===== config.mk =====
export PLATFORM = sky130hd
export DESIGN_NAME = mul16_seq
export DESIGN_NICKNAME = d
export VERILOG_FILES = /design/src/rtl/mul16_seq_pkg.sv /design/src/rtl/mul16_seq_alu.sv /design/src/rtl/mul16_seq.sv
export SDC_FILE = /design/constraint.sdc
export NUM_CORES = 1
export LEC_CHECK = 0
export CAP_MARGIN = 0
export CORE_UTILIZATION = 34
export CTS_BUF_LIST = sky130_fd_sc_hd__clkbuf_2
export DETAILED_ROUTE_END_ITERATION = 10
export GPL_TIMING_DRIVEN = 0
export PLACE_DENSITY_LB_ADDON = 0.1
export SKIP_LAST_GASP = 1
export SYNTH_ARGS = -nofsm -noshare
export SYNTH_HDL_FRONTEND = slang
export SYNTH_SLANG_ARGS = --single-unit

===== constraint.sdc =====
create_clock -name clk -period 6.8 [get_ports clk]
set_input_delay 1.02 -clock clk [delete_from_list [all_inputs] [get_ports clk]]
set_output_delay 1.02 -clock clk [all_outputs]
set_load 0.1 [all_outputs]

===== src/rtl/mul16_seq_pkg.sv =====
// rtl/mul16_seq_pkg.sv - shared state encoding and ALU control words for mul16_seq
package mul16_seq_pkg;

    localparam int MUL_W = 16;

    typedef enum logic [1:0] {
        IDLE = 2'd0,
        RUN  = 2'd1,
        DONE = 2'd2
    } state_t;

    // ALU control word {zx, nx, zy, ny, f, no} selecting x + y
    localparam logic [5:0] ALU_OP_ADD = 6'b000010;

endpackage


===== src/rtl/mul16_seq_alu.sv =====
// rtl/mul16_seq_alu.sv - 16-bit Hack-style combinational ALU with output enable
module mul16_seq_alu (
    input  logic [15:0] x,
    input  logic [15:0] y,
    input  logic        zx,
    input  logic        nx,
    input  logic        zy,
    input  logic        ny,
    input  logic        f,
    input  logic        no,
    input  logic        en,
    output logic [15:0] out
);

    logic [15:0] x_z;
    logic [15:0] x_n;
    logic [15:0] y_z;
    logic [15:0] y_n;
    logic [15:0] f_out;
    logic [15:0] res;

    // Zero/negate each operand, add or AND, optionally negate; gated by en
    always_comb begin
        x_z   = zx ? 16'h0000 : x;
        x_n   = nx ? ~x_z : x_z;
        y_z   = zy ? 16'h0000 : y;
        y_n   = ny ? ~y_z : y_z;
        f_out = f ? (x_n + y_n) : (x_n & y_n);
        res   = no ? ~f_out : f_out;
        out   = en ? res : 16'h0000;
    end

endmodule


===== src/rtl/mul16_seq.sv =====
// rtl/mul16_seq.sv - sequential 16x16 shift-and-add multiplier (low word); optional MUL16_SEQ_EARLY_EXIT_EN
module mul16_seq
    import mul16_seq_pkg::*;
#(
    parameter int CNT_W = 5,
    parameter int ITERS = 16
) (
    input  logic        clk,
    input  logic        rst,
    input  logic        start,
    input  logic [15:0] a,
    input  logic [15:0] b,
    output logic        busy,
    output logic        done,
    output logic [15:0] product,
    output logic        product_zr
);

    state_t             state_q, state_d;
    logic [15:0]        acc_q, acc_d;
    logic [15:0]        mcand_q, mcand_d;
    logic [15:0]        mplier_q, mplier_d;
    logic [CNT_W-1:0]   cnt_q, cnt_d;
    logic [15:0]        product_q, product_d;
    logic               product_zr_q, product_zr_d;
    logic               busy_q, busy_d;
    logic               done_q, done_d;
    logic               last_iter;
    logic [15:0]        alu_out;

    // Accumulate step: acc + mcand through the shared ALU, only active in RUN
    mul16_seq_alu u_alu (
        .x   (acc_q),
        .y   (mcand_q),
        .zx  (ALU_OP_ADD[5]),
        .nx  (ALU_OP_ADD[4]),
        .zy  (ALU_OP_ADD[3]),
        .ny  (ALU_OP_ADD[2]),
        .f   (ALU_OP_ADD[1]),
        .no  (ALU_OP_ADD[0]),
        .en  (state_q == RUN),
        .out (alu_out)
    );

    // Next-state and datapath; outputs are derived from the next state so they register cleanly
    always_comb begin
        state_d      = state_q;
        acc_d        = acc_q;
        mcand_d      = mcand_q;
        mplier_d     = mplier_q;
        cnt_d        = cnt_q;
        product_d    = product_q;
        product_zr_d = product_zr_q;
        last_iter    = 1'b0;
        case (state_q)
            IDLE: begin
                if (start) begin
                    mcand_d  = a;
                    mplier_d = b;
                    acc_d    = 16'h0000;
                    cnt_d    = '0;
                    state_d  = RUN;
                end
            end
            RUN: begin
                if (mplier_q[0]) begin
                    acc_d = alu_out;
                end
                mcand_d   = mcand_q << 1;
                mplier_d  = mplier_q >> 1;
                cnt_d     = cnt_q + CNT_W'(1);
                last_iter = (cnt_q == CNT_W'(ITERS - 1));
`ifdef MUL16_SEQ_EARLY_EXIT_EN
                // No remaining multiplier bits means acc is already final
                last_iter = last_iter || (mplier_d == 16'h0000);
`endif
                if (last_iter) begin
                    state_d = DONE;
                end
            end
            DONE: begin
                state_d = IDLE;
            end
            default: begin
                state_d = IDLE;
            end
        endcase
        // Product is latched on the edge entering DONE so it is valid alongside done
        if (state_d == DONE) begin
            product_d    = acc_d;
            product_zr_d = (acc_d == 16'h0000);
        end
        busy_d = (state_d == RUN);
        done_d = (state_d == DONE);
    end

    // FSM and datapath registers with asynchronous reset
    always_ff @(posedge clk or posedge rst) begin
        if (rst) begin
            state_q      <= IDLE;
            acc_q        <= 16'h0000;
            mcand_q      <= 16'h0000;
            mplier_q     <= 16'h0000;
            cnt_q        <= '0;
            product_q    <= 16'h0000;
            product_zr_q <= 1'b1;
            busy_q       <= 1'b0;
            done_q       <= 1'b0;
        end else begin
            state_q      <= state_d;
            acc_q        <= acc_d;
            mcand_q      <= mcand_d;
            mplier_q     <= mplier_d;
            cnt_q        <= cnt_d;
            product_q    <= product_d;
            product_zr_q <= product_zr_d;
            busy_q       <= busy_d;
            done_q       <= done_d;
        end
    end

    assign busy       = busy_q;
    assign done       = done_q;
    assign product    = product_q;
    assign product_zr = product_zr_q;

endmodule


==> metrics list <==
- Net count after synthesis: 446
* Most common cell in the synthesized netlist: sky130_fd_sc_hd__dfrtp_1
- The critical path is of the reg2out type.
* Cell with the largest stage delay on the worst path: sky130_fd_sc_hd__clkdlybuf4s50_1
- The run finished with clean final reports.
- Average size of a mapped cell: 9.99 um2
* Critical Path RT: 5.78 ns
- Worst ir drop on vdd: 0.232 mV
- Number of cell instances on the worst register-to-register path: 11
* Ys flop type: sky130_fd_sc_hd__dfrtp_1
- Number of gates on the worst path with buffers counted: 1
- P per Cell Area: 505 nW/um2
* Total negative slack: 0 ns
- After synthesis the netlist holds a flip-flop and latch count of 74.
- The startpoint identified for the worst hold timing path is mplier_q[9].
* Smallest setup slack after layout: 3.55 ns
- Worst setup SP type: register
- Fmax: 307 MHz
* Tightest slew margin relative to the limit: 34.7%
* Mapped Cells: 393
* Top delay family on crit path: buffers and inverters
* DIE WIDTH: 109 um
* Core Footprint: 11000 um2
* Area taken by flip-flops and latches: 1850 um2
- Number of library cell types mapped by synthesis: 56
- Once the clock tree was built, the resizer swapped 0 gates to a different size.
- The number of global-route vias before repair is 3028.
- After clock tree synthesis, the flow added hold-fix buffers numbering 0.
* # setup viols final: 0
* EDFF count, synth: 0
- After the last flow step, the layout net total stands at 511.
* IO buf count: 53
* Flop2flop setup slack: 3.69 ns
* Share of the synthesized area in the top cell type: 46.5%
- Buffers inserted during clock tree synthesis total 9.
* Final clock period utilization by the worst path: 47.9%
- Die outline area: 12000 um2
- Post-detailed-route DRC marker count: 0
- PnR Total Power: 0.00239 W
* Pin count of the biggest net entering global routing: 40
- Post-DP HPWL: 6870 um
- The multi-input combinational cells in the finished layout cover a total of 1940 um2.
- Clock root buffer: sky130_fd_sc_hd__clkbuf_2
- Synth-to-Final Area Change: 20.3%
* RSZ-0062 raised after global routing: false
- Max-slew violation count: 0
- The initial utilization of the core area, before any placement, comes to 35.6%.
- Average wire per standard cell: 15.5 um
- Number of buffers on the longest clock path: 2
- First-pass iteration count of the detailed router: 4
- The number of antenna violations at the first check in global routing is 0.
- Data arrival time at the worst-slack endpoint: 2.23 ns
* Y dimension of the die: 109 um
- Clock-pin slew of the registers on the worst-case setup and hold paths: 0.18 ns
- The first global-routing pass estimated 15800 um of wire.
* Pin slew with the least headroom to its limit: 0.977 ns
- Crit path capture type: output port
* Critical Path Sink: product_zr
* Vias/cell: 5.10
* Fillcell total: 1139
* Vias post-DR: 3065
* Synth area leader: sky130_fd_sc_hd__dfrtp_1
- Remaining antenna violation count: 0
- Cell Rows: 38
- Max-cap violations in this run came to 0.
- On the worst path, the slowest cell contributes a delay of 1.13 ns.
- The commonest cells after synthesis are sky130_fd_sc_hd__dfrtp_1, sky130_fd_sc_hd__nand2_1, sky130_fd_sc_hd__o21ai_0.
* Source of the critical timing path: product_zr
- Max H-tree Level: 3
- In the global route stage, overall resource usage came out at 17.6%.
- During synthesis, Yosys emitted a total of 0 warnings.
* Cells along the critical path: clkdlybuf4s50_1
* Routed WL: 9290 um
- Counting both buffers and inverters, the worst setup path holds a total of 1.
- Clock tree skew after final layout: 0.0385 ns
* Worst-Skew Late Latency: 0.54 ns
- Post-CTS setup buffers: 0
- The congestion estimate from routability-driven global placement came to 0.826.
- Origin of the critical flop-to-flop path: mcand_q[0]
- Capture point of the worst reg-to-reg path: product_zr
- Final hold violations: 0
* Share of synthesized flip-flops with an asynchronous set or reset: 100%
* Maximum fanout along the worst path: 2
* Class of the tightest hold or removal check: reg2reg
- N_diodes: 0
- Final period demand of the worst path: 3.25 ns
- After synthesis, flip-flops and latches occupy 47.2% of the total area.
- By area the synthesized netlist is led by sky130_fd_sc_hd__dfrtp_1, sky130_fd_sc_hd__mux2i_1, sky130_fd_sc_hd__o21ai_0.
- Total clock sinks: 74
- In this run the static leakage power is 2.14 nW.
* TritonCTS clock tree: done
- Boundary pin count: 54
- After global routing the overflow that remains totals 0.
* Post-Place Setup Slack: 2.94 ns
- Netlist Area Pre-Place: 3930 um2
- Share of post-route cells with drive strength above 1: 8.03%
- Iteration-0 DRC count of the detailed router: 107
-- flip-flops by register name, summed over array words and instances, names as in the netlist --
signal,flops
mplier_q,16
product,16
cnt_q,5
state_q,2
busy,1
mcand_q,16
product_zr,1
done,1
acc_q,16
-- layout make-up --
| type | instances | area share, % |
|---|---|---|
| multi-input combinational | 284 | 41.1 |
| buffer | 20 | 1.62 |
| clock inverter | 1 | 0.0795 |
| clock buffer | 13 | 1.38 |
| sequential | 74 | 39.2 |
| timing repair buffer | 54 | 11.7 |
| tap | 140 | 3.71 |
| inverter | 15 | 1.25 |
-- power by group --
group / internal (W) / total, W / switching, W
Clock: 0.0000495 / 0.000197 / 0.000148
Sequential: 0.000627 / 0.000751 / 0.000124
Combinational: 0.000501 / 0.00144 / 0.000939
-- worst min-delay path by stage --
stage	slack (ns)	depth (start not counted)	endpoint
after CTS	0.51	2	mplier_q[9]
after floorplan	0.45	2	mplier_q[10]
after global routing	0.53	2	product_zr
after global placement	0.46	2	mplier_q[12]
final	0.50	2	mplier_q[9]
after detailed placement	0.47	2	mplier_q[5]
-- metrics by stage --
step | area, um2 | util, % | hold slack [ns] | instances
final | 4720 | 42.8 | 0.502 | 601
after global routing | 4720 | 42.8 | 0.532 | 601
after CTS | 4720 | 42.8 | 0.505 | 601
after detailed placement | 4650 | 42.2 | 0.470 | 587
after global placement | 4630 | 42.0 | 0.461 | 586
after floorplan | 3930 | - | 0.449 | 393
-- cells by family after synthesis --
group	Yosys count	share of synthesized area, %
compound gates	113	18.2
xor+xnor	8	1.78
fa+ha+maj	18	5.93
buf+inv	35	3.38
flops	74	47.2
mux	43	11.3
simple gates	102	12.2
-- metal layers --
layer	vias up	share of wire [%]	track usage, %
met1	1470	51	24.4
met2	55	44	26.8
met5	-	0	0
li1	1528	-	-
met3	12	4.1	3.50
met4	0	1.6	6.86
-- placed cells by master, fill, tap and decap left out, drive strengths merged, types with 2 or more instances in the layout --
cell type / count
a211o: 2
a211oi: 3
a21o: 5
a21oi: 11
a22o: 6
a22oi: 2
a31oi: 3
a32oi: 2
and2: 2
buf: 4
clkbuf: 30
clkdlybuf4s50: 53
dfrtp: 73
ha: 17
inv: 15
mux2: 11
mux2i: 32
nand2: 62
nand2b: 2
nor2: 11
nor2b: 7
nor3: 2
nor4: 2
nor4bb: 2
o211ai: 6
o21a: 3
o21ai: 55
o21bai: 2
o2bb2ai: 2
o311ai: 3
or2: 4
xnor2: 5
xor2: 3
No activity file was read; power rests on OpenSTA's default activity.
